**src/rtl/atmospheric_light_recip_sequencer.sv**
```systemverilog
`default_nettype none
// ============================================================================
// Module  : atmospheric_light_recip_sequencer
// Purpose : Shares one 1/A LUT across R, G, B and publishes the set by valid/ready.
// Rev     : 1.0
// ============================================================================
module atmospheric_light_recip_sequencer #(
    parameter int          AW        = 8,
    parameter int          RW        = 10,
    parameter int unsigned A_MIN     = 1,
    parameter int unsigned RST_RECIP = 4
) (
    input  logic          clk,
    input  logic          rst_n,
    input  logic          frame_end,
    input  logic [AW-1:0] A_R,
    input  logic [AW-1:0] A_G,
    input  logic [AW-1:0] A_B,
    output logic [AW-1:0] lut_addr,
    input  logic [RW-1:0] lut_data,
    output logic [RW-1:0] inv_A_R,
    output logic [RW-1:0] inv_A_G,
    output logic [RW-1:0] inv_A_B,
    output logic          recip_valid,
    input  logic          recip_ready,
    output logic          busy,
    output logic          overrun
);

    localparam logic [AW-1:0] c_a_min     = AW'(A_MIN);
    localparam logic [RW-1:0] c_rst_recip = RW'(RST_RECIP);

    typedef enum logic [2:0] {
        S_IDLE = 3'd0,
        S_LK_R = 3'd1,
        S_LK_G = 3'd2,
        S_LK_B = 3'd3,
        S_WAIT = 3'd4
    } state_t;

    state_t        r_state;
    state_t        w_next_state;
    logic          w_publish;
    logic [AW-1:0] r_work_r, r_work_g, r_work_b;
    logic [AW-1:0] r_shadow_r, r_shadow_g, r_shadow_b;
    logic [RW-1:0] r_stage_r, r_stage_g, r_stage_b;
    logic          r_pending;
    logic [AW-1:0] w_clamp_r, w_clamp_g, w_clamp_b;

    function automatic logic [AW-1:0] clamp_a(input logic [AW-1:0] a);
        return (a < c_a_min) ? c_a_min : a;
    endfunction

    assign w_clamp_r = clamp_a(A_R);
    assign w_clamp_g = clamp_a(A_G);
    assign w_clamp_b = clamp_a(A_B);
    assign busy      = (r_state != S_IDLE);

    always_ff @(posedge clk or negedge rst_n) begin
        if (!rst_n) begin
            r_state <= S_IDLE;
        end else begin
            r_state <= w_next_state;
        end
    end

    always_comb begin
        w_next_state = r_state;
        lut_addr     = '0;
        w_publish    = 1'b0;
        case (r_state)
            S_IDLE: begin
                if (frame_end) begin
                    w_next_state = S_LK_R;
                end
            end
            S_LK_R: begin
                lut_addr     = r_work_r;
                w_next_state = S_LK_G;
            end
            S_LK_G: begin
                lut_addr     = r_work_g;
                w_next_state = S_LK_B;
            end
            S_LK_B: begin
                lut_addr = r_work_b;
                if (!recip_valid || recip_ready) begin
                    w_publish = 1'b1;
                end else begin
                    w_next_state = S_WAIT;
                end
            end
            S_WAIT: begin
                if (recip_ready) begin
                    w_publish = 1'b1;
                end
            end
            default: w_next_state = S_IDLE;
        endcase
        // A frame_end coinciding with publish is chained straight into LK_R.
        if (w_publish) begin
            w_next_state = (r_pending || frame_end) ? S_LK_R : S_IDLE;
        end
    end

    always_ff @(posedge clk or negedge rst_n) begin
        if (!rst_n) begin
            r_work_r    <= '0;
            r_work_g    <= '0;
            r_work_b    <= '0;
            r_shadow_r  <= '0;
            r_shadow_g  <= '0;
            r_shadow_b  <= '0;
            r_stage_r   <= c_rst_recip;
            r_stage_g   <= c_rst_recip;
            r_stage_b   <= c_rst_recip;
            inv_A_R     <= c_rst_recip;
            inv_A_G     <= c_rst_recip;
            inv_A_B     <= c_rst_recip;
            recip_valid <= 1'b0;
            r_pending   <= 1'b0;
            overrun     <= 1'b0;
        end else begin
            case (r_state)
                S_LK_R:  r_stage_r <= lut_data;
                S_LK_G:  r_stage_g <= lut_data;
                S_LK_B:  r_stage_b <= lut_data;
                default: ;
            endcase

            if (w_publish) begin
                inv_A_R     <= r_stage_r;
                inv_A_G     <= r_stage_g;
                inv_A_B     <= (r_state == S_LK_B) ? lut_data : r_stage_b;
                recip_valid <= 1'b1;
            end else if (recip_ready) begin
                recip_valid <= 1'b0;
            end

            if (r_state == S_IDLE) begin
                if (frame_end) begin
                    r_work_r <= w_clamp_r;
                    r_work_g <= w_clamp_g;
                    r_work_b <= w_clamp_b;
                end
            end else if (frame_end) begin
                if (r_pending) begin
                    overrun <= 1'b1;
                end
                // On a publish edge the newest request overwrites the shadow and is consumed at once.
                if (w_publish) begin
                    r_work_r  <= w_clamp_r;
                    r_work_g  <= w_clamp_g;
                    r_work_b  <= w_clamp_b;
                    r_pending <= 1'b0;
                end else begin
                    r_shadow_r <= w_clamp_r;
                    r_shadow_g <= w_clamp_g;
                    r_shadow_b <= w_clamp_b;
                    r_pending  <= 1'b1;
                end
            end else if (w_publish && r_pending) begin
                r_work_r  <= r_shadow_r;
                r_work_g  <= r_shadow_g;
                r_work_b  <= r_shadow_b;
                r_pending <= 1'b0;
            end
        end
    end

endmodule
`default_nettype wire
```
**config.mk**
```make
export PLATFORM = sky130hd
export DESIGN_NAME = atmospheric_light_recip_sequencer
export DESIGN_NICKNAME = d
export VERILOG_FILES = /design/src/rtl/atmospheric_light_recip_sequencer.sv
export SDC_FILE = /design/constraint.sdc
export NUM_CORES = 1
export LEC_CHECK = 0
export CORE_AREA = 2 2 122 124
export DETAILED_ROUTE_END_ITERATION = 8
export DIE_AREA = 0 0 124 126
export PLACE_DENSITY = 0.56
export SLEW_MARGIN = 10
export SYNTH_ARGS = -nofsm -noshare
export SYNTH_HDL_FRONTEND = slang
export SYNTH_SLANG_ARGS = --single-unit
```
**constraint.sdc**
```tcl
create_clock -name clk -period 2.4 [get_ports clk]
set_clock_uncertainty 0.05 [all_clocks]
set_input_delay 0.72 -clock clk [delete_from_list [all_inputs] [get_ports clk]]
set_output_delay 0.72 -clock clk [all_outputs]
set_load 0.01 [all_outputs]
```
After elaboration in Yosys (flattened, before gate mapping). Index checks and enable logic that the tools add are counted.

Mux-type cells: 33. Bitwise gates (word level): 2. Reductions and logical operators: 13. Magnitude comparators: 3. Equality and inequality tests: 9.

Operators by type and width (number): $mux W8 (18); $lt A8 B1 Y1 const B (3); $pmux W8 S3 (1); $pmux W3 S5 (1); $reduce_and A3 Y1 (4); $mux W10 (1); $mux W3 (3); $mux W1 (8); $eq A3 B2 Y1 const B (2); $ne A3 B3 Y1 const B (2); $ne A2 B2 Y1 const B (2); $reduce_bool A2 Y1 (2); $eq A3 B1 Y1 const B (1); $eq A3 B3 Y1 const B (1); $logic_not A3 Y1 (1); $ne A3 B1 Y1 const B (1); $reduce_bool A3 Y1 (1); $logic_or A1 B1 Y1 (2); $not A1 Y1 (2); $pmux W1 S2 (1); $reduce_and A2 Y1 (1); $logic_and A1 B1 Y1 (1); $logic_not A1 Y1 (1).

Input port bits: 38. Word-level logic and storage cells: 76. Flip-flop bits (word level): 114. Output and inout bits: 41.

Logic depth before layout (Yosys ltp).
Word-level depth: 8. Mapped depth: 6. Mapped depth without buffers: 5.

Worst setup path before layout. No wires, ideal clock.

Kind: in2reg. Start point: input recip_ready. End point: register r_shadow_b[3]. Cell stages on the path: 4. Arrival: 2.146 ns. Buffers on the path: 1. Setup time: 0.125 ns. Slack: 0.080 ns. Data required time: 2.225 ns. Cells stage by stage: nand2b_1 -> a2111oi_4 -> buf_6 -> mux2_2.

Longest elaborated chain between the ends: 5. Elaborated cells between the ends (all ways): 6. Classes of those cells: mux (3); bitwise (1); reduce/logical (2).

RTL lines: from (decl) (RTL line 25) `input logic recip_ready,`; $logic_or A1 B1 Y1 (RTL line 87) `if (!recip_valid || recip_ready) begin`; $mux W1 (RTL line 87); $pmux W1 S2 (*) (RTL line 71) `case (r_state)`; $not A1 Y1 (no source line) (*); $reduce_and A3 Y1 (no source line) (*); to (signal assigned) (RTL line 159) `r_shadow_b <= w_clamp_b;`; to (decl) (RTL line 45) `logic [AW-1:0] r_shadow_r, r_shadow_g, r_shadow_b;`.

Mark *: on every way between the ends. The rest lies on a longest branch, timed or not. A chain may end at the register's enable or synchronous reset.

Worst setup path after layout.
Start point: register r_state[0]. End point: output lut_addr[0].

Longest elaborated chain between the ends: 2. Elaborated cells between the ends (all ways): 4. Classes of those cells: eq/ne (3); mux (1).

RTL lines: from (decl) (RTL line 41) `state_t r_state;`; from (signal assigned) (RTL line 63) `r_state <= w_next_state;`; $eq A3 B2 Y1 or $eq A3 B1 Y1 (tied branches) (RTL line 71); $pmux W8 S3 (*) (RTL line 71); to (decl) (RTL line 19) `output logic [AW-1:0] lut_addr,`.

Marked as above.

==> impl_metrics.ini <==
[layout]
num_antenna_cells = 0
drive_gt1_share_pct = 37.86
fin_cells = 699
nFillCells = 1324
synthToLayoutAreaGrowth_pct = 37.69
nets = 540

[worst_setup_path]
r2r_start = r_state[0]$_DFFE_PN0P_
rrSetupSlack_ns = 0.31
path_class = flop to output port
reg2reg_depth = 9
worstPathMaxFanout = 3
setup.worst_path.start = r_state[0]$_DFFE_PN0P_
arrival_ns = 1.66
critPathRequiredTime_ns = 1.63
worstSetupEndpointType = output port
crit_end = lut_addr[0]
cp-start-kind = flop
rr_endpoint = r_work_r[4]$_DFFE_PN0P_

[synthesis]
yosysWarnings = 0
synth_area_um2 = 4896
synth_top_cell_by_area = dfrtp_1
async_flop_share_pct = 100.0
synth.avg_cell_area_um2 = 12.33
synth_ff_type = dfrtp_1
synth_commonest_cells = 108 x dfrtp_1, 101 x mux2_2, 65 x nand2_1
synth-seq-cells = 114
synth-edff-count = 0
netlist_instances = 397
syn-num-nets = 435
synthDominantCellAreaShare_pct = 55.20
netlist-cell-type-count = 30
ys_top_cells_by_area = dfrtp_1 55%, mux2_2 23%, nand2_1 5.0%
yosysSeqAreaShare_pct = 58.42
synth_most_common_cell = dfrtp_1

[timing]
worstMarginPinSlew_ns = 0.5283
drv_slew = 0
finalCriticalPeriod_ns = 2.427
finalWorstSetupSlack_ns = -0.02737
finalSetupViolations = 1
final_hold_viol_count = 0
relSlewSlack_pct = 64.78
fin_hold_ws_ns = 0.2352
rsz0062_at_grt = true
max_freq_mhz = 412.0
fin_crit_sh_pct = 101.1

[place]
place_congestion = 0.7519
dpl.cell_count = 665
port_buffers = 78
dpl.hpwl_um = 7658

[run_status]
outcome = finished with violations
failed_checks = negative setup slack

[global_routing]
grtUsageTotal_pct = 15.61
overflow = 0
first_global_vias = 3399
grt_antenna_before_repair = 0
grt_pass1_wl_um = 18330
grt_max_degree = 45

[drt]
vias_per_cell = 4.694
firstDrtPassIters = 4
vias = 3281
initialDrtViolationCount = 191
wirelength_um = 11080
ant_nets = 0
routedWlPerCell_um = 15.84
drc_errors = 0

[die]
ioPinCount = 79
die_h_um = 126
dieArea_um2 = 15620
num_rows = 44
core_area_um2 = 14310
start_util_pct = 34.20
die_x_um = 124

[clocking]
root_buffer = clkbuf_16
cts_buffer_depth = 2
htreeDepth = 4
tritoncts = done
path_clk_slew_ns = 0.05
numCtsBuffers = 17
clock_latency_ns = 0.41
cts_num_sinks = 114

[power_and_ir_drop]
peakVddDrop_mv = 0.6493
power_density_nw_per_um2 = 1546
p_total_uw = 10420
leakagePower_uw = 0.002920

[job]
cap_violations = 0

[hold_path]
hold_class = primary input to async pin
registers in the layout, indices dropped and copies added (netlist names):
name / flops
inv_A_G: 10
recip_valid: 1
r_work_r: 8
r_shadow_r: 8
r_shadow_g: 8
overrun: 1
r_shadow_b: 8
r_stage_b: 10
r_state: 3
r_work_b: 8
r_work_g: 8
r_pending: 1
r_stage_r: 10
inv_A_R: 10
inv_A_B: 10
r_stage_g: 10
metrics by stage:
step           area (um2)  setup slack, ns  setup TNS [ns]  utilization (%)
6_report             6741         -0.02737        -0.02737            47.10
3_3_place_gp         6092          -0.2074          -6.715            42.56
4_1_cts              6744         -0.08283         -0.1534            47.12
2_1_floorplan        4896          0.07966               0                -
3_5_place_dp         6092          -0.2885          -9.845            42.56
5_1_grt              6741         -0.09486         -0.3995            47.10
layout by cell type (no fill, tap or decap), types with 4 or more instances in the layout:
cell type	synthesis	layout
buf_4	0	20
buf_2	5	8
mux2_4	0	8
nand2_1	65	65
buf_12	0	6
clkinvlp_4	0	4
clkbuf_16	0	17
dfstp_2	6	6
nor2_1	48	46
a21oi_1	10	9
mux2_2	101	93
a22oi_2	0	8
clkdlybuf4s50_1	0	68
dfrtp_1	108	107
routing by layer:
metal	up-vias	GRT usage, %	routed length [um]
li1	1582	-	-
met1	1636	21.76	5306
met2	54	23.37	5227
met3	9	4.574	412
met4	0	5.155	127
met5	-	0	0
critical path, cell delays in order (launching register included):
cell     delay, ns
dfrtp_1       0.39
buf_6         0.13
buf_6         0.10
mux2_4        0.29
a22oi_2       0.14
nor2_2        0.06
buf_2         0.14
worst min-delay path by stage:
stage	startpoint	endpoint	slack (ns)	cells after the start
after floorplan	rst_n	inv_A_B[0]$_DFFE_PN0P_	0.37	0
after global placement	inv_A_G[2]$_DFFE_PN1P_	inv_A_G[2]$_DFFE_PN1P_	0.40	2
after detailed placement	r_stage_r[2]$_DFFE_PN1N_	inv_A_R[2]$_DFFE_PN1P_	0.40	2
after CTS	rst_n	r_shadow_r[5]$_DFFE_PN0P_	0.25	1
after global routing	rst_n	r_work_r[7]$_DFFE_PN0P_	0.27	1
final	rst_n	r_shadow_r[5]$_DFFE_PN0P_	0.24	1
repair_timing:
action | CTS | global route
hold endpoints to repair | 0 | 0
setup endpoints to repair | 9 | 9
resized for setup | 54 | 3
pin swaps | 7 | 4
hold buffers | 0 | 0
setup buffers | 3 | 0
power by group:
part | total [uW] | internal [uW] | switching, uW
Combinational | 4420 | 2460 | 1970
Clock | 2540 | 1650 | 886
Sequential | 3460 | 2950 | 509
area by class of cell:
cell class	instances	area [um2]	area share [%]
Multi-Input combinational cell	261	2008	29.79
Tap cell	184	230.2	3.415
Inverter	2	7.507	0.1114
Clock inverter	13	161.4	2.394
Sequential cell	114	2861	42.45
Timing Repair Buffer	106	1030	15.27
Clock buffer	19	442.9	6.570
logic make-up (layout without fill, tap and decap cells):
| family | after synthesis | in the layout | synth area share (%) |
|---|---|---|---|
| xor gates and xnor gates | 1 | 1 | 0.1789 |
| DFF | 114 | 114 | 58.42 |
| AOI/OAI and AO/OA | 30 | 30 | 4.932 |
| muxes | 101 | 101 | 23.23 |
| buffers and inverters | 22 | 140 | 2.274 |
| and+or+nand+nor | 129 | 129 | 10.96 |
Note: power is estimated with default switching activity, not from simulation.
==> edit, RTL diff (same flow settings) <==
`RW`: 10 -> 11.
--- a/src/rtl/atmospheric_light_recip_sequencer.sv
+++ b/src/rtl/atmospheric_light_recip_sequencer.sv
@@ -8,3 +8,3 @@
     parameter int          AW        = 8,
-    parameter int          RW        = 10,
+    parameter int          RW        = 11,
     parameter int unsigned A_MIN     = 1,
Interface: changed (resized inv_A_B, inv_A_G, inv_A_R and lut_data); port bits go from 79 to 83. No check against the original RTL was run, so the function may have changed too.
==> edit against the unedited design <==
The flow still finishes with violations (negative setup slack). Die area did not move. Power rose by 2.6%. Synthesized area rose by 4.3%. Cell area rose by 3.6%. Routed wire length rose by 1.0%. Cell count rose by 3.1%. Maximum frequency fell by 3.0%. Sequential cell count rose by 6. Sequential power rose by 5%. Global-route usage rose by 0.28 points. Setup slack got worse by 0.075 ns. Critical endpoint is now lut_addr[2]. Largest cell class unchanged. Highest routed layer unchanged.
==> edit: results <==
export IMPL_outcome="complete, but fails checks"
export IMPL_violations="negative setup slack"
export IMPL_critical_path_max_fanout=7
export IMPL_cp_arrival_ns=1.73
export IMPL_drive_above_1_share_pct=36.1
export IMPL_clk_latency_ns=0.41
export IMPL_power_leakage_nw=3.01
export IMPL_cts_root_buf="clkbuf_16"
export IMPL_r2r_worst_path_cells=5
export IMPL_nFillCells=1294
export IMPL_grt_max_degree=121
export IMPL_ys_seq_area_share_pct=58.9
export IMPL_vias=3435
export IMPL_dr_first_iter_drc_count=131
export IMPL_htree_levels=4
export IMPL_synth_area_leaders="dfrtp_1 (56%), mux2_2 (23%), nand2_1 (5.2%)"
export IMPL_timing_final_ws_setup_ns=-0.102
export IMPL_finalCritPeriodShare_pct=104
export IMPL_nNetsFinal=563
export IMPL_grt_pass1_wl_mm=18.7
export IMPL_peakVddDrop_mv=0.622
export IMPL_worstMarginPinSlew_ns=0.645
export IMPL_setup_viol=7
export IMPL_synth_nets=455
export IMPL_wirelength_mm=11.2
export IMPL_io_buffers=82
export IMPL_fin_setup_tns_ns=-0.443
export IMPL_clk_pin_slew_ns=0.05
export IMPL_wl_per_cell_um=15.5
export IMPL_ys_types=31
export IMPL_dp_cells=685
export IMPL_hpwl_mm=7.44
export IMPL_grt_usage_pct=15.9
export IMPL_grt_pass1_vias=3650
export IMPL_ys_top_cells_by_count="dfrtp_1 (114), mux2_2 (104), nand2_1 (71), nor2_1 (52), clkbuf_1 (12)"
export IMPL_globalplace_congestion=0.763
## edit: changes by cell type after synthesis, moves of 2 or more
cell	change
dfrtp_1	+6
nand2_1	+6
nor2_1	+4
buf_2	-3
mux2_2	+3
buf_4	+2
clkbuf_1	+2
## edit: through the flow
stage / hold WS, ns / total power [mW] / setup slack (ns) / cell area (um2)
3_5_place_dp: 0.396 / 8.19 / -0.183 / 6330
3_3_place_gp: 0.394 / 8.07 / -0.182 / 6330
5_1_grt: 0.395 / 11.4 / -0.169 / 6990
6_report: 0.325 / 10.7 / -0.102 / 6990
4_1_cts: 0.380 / 10.8 / -0.126 / 6960
2_1_floorplan: 0.374 / 6.31 / 0.108 / 5110
## edit: worst max-delay path: stages (launching register included)
cell     delay (ns)
dfrtp_2        0.44
buf_12         0.15
buf_6          0.11
mux2_4         0.29
a22oi_2        0.12
nor2_1         0.06
buf_2          0.15
## edit: final timing paths
kind	startpoint	end	slack [ns]
max	r_state[0]$_DFFE_PN0P_	lut_addr[2]	-0.10
min reg2reg	r_stage_r[2]$_DFFE_PN1N_	inv_A_R[2]$_DFFE_PN1P_	0.41
max reg2reg	r_state[1]$_DFFE_PN0P_	r_shadow_g[3]$_DFFE_PN0P_	0.36
max in group asynchronous	rst_n	r_state[0]$_DFFE_PN0P_	1.45
min	rst_n	r_work_r[5]$_DFFE_PN0P_	0.32
min in group clk	r_stage_r[2]$_DFFE_PN1N_	inv_A_R[2]$_DFFE_PN1P_	0.41
## edit: cell families (layout without fill, tap and decap cells)
family                 Yosys count  after routing  synth area share, %
AND/OR/NAND/NOR                139            139                 11.2
XOR/XNOR                         1              1                0.171
flip-flops                     120            120                 58.9
AO/OA/AOI/OAI                   29             29                 4.41
multiplexers                   104            104                 22.9
buffers and inverters           23            144                 2.33
## edit: area by class of cell
type / instances / share of cell area, %
flip-flops and latches: 120 / 43.1
clock inverters: 6 / 1.29
clock buffers: 26 / 7.15
multi-input cells: 273 / 29.4
inverters: 2 / 0.107
well taps: 184 / 3.30
repair buffers: 110 / 15.7
## edit: power breakdown
part	internal, mW	switching, mW	leakage [nW]
Clock	1.64	0.849	0.273
Combinational	2.56	1.99	1.34
Sequential	3.11	0.548	1.40
## edit: what timing repair did
item                                    in CTS  in global routing
endpoints found under the setup margin       9                  9
buffers inserted                             4                  0
resized for setup                           46                  8
pin swaps                                    2                  6
## edit: routing by layer
layer	global-route usage, %	routed length (um)	vias to the layer above
met2	24.1	5220	65
met4	6.74	205	0
met5	0	0	-
met1	21.1	5300	1709
met3	4.89	462	15
li1	-	-	1646
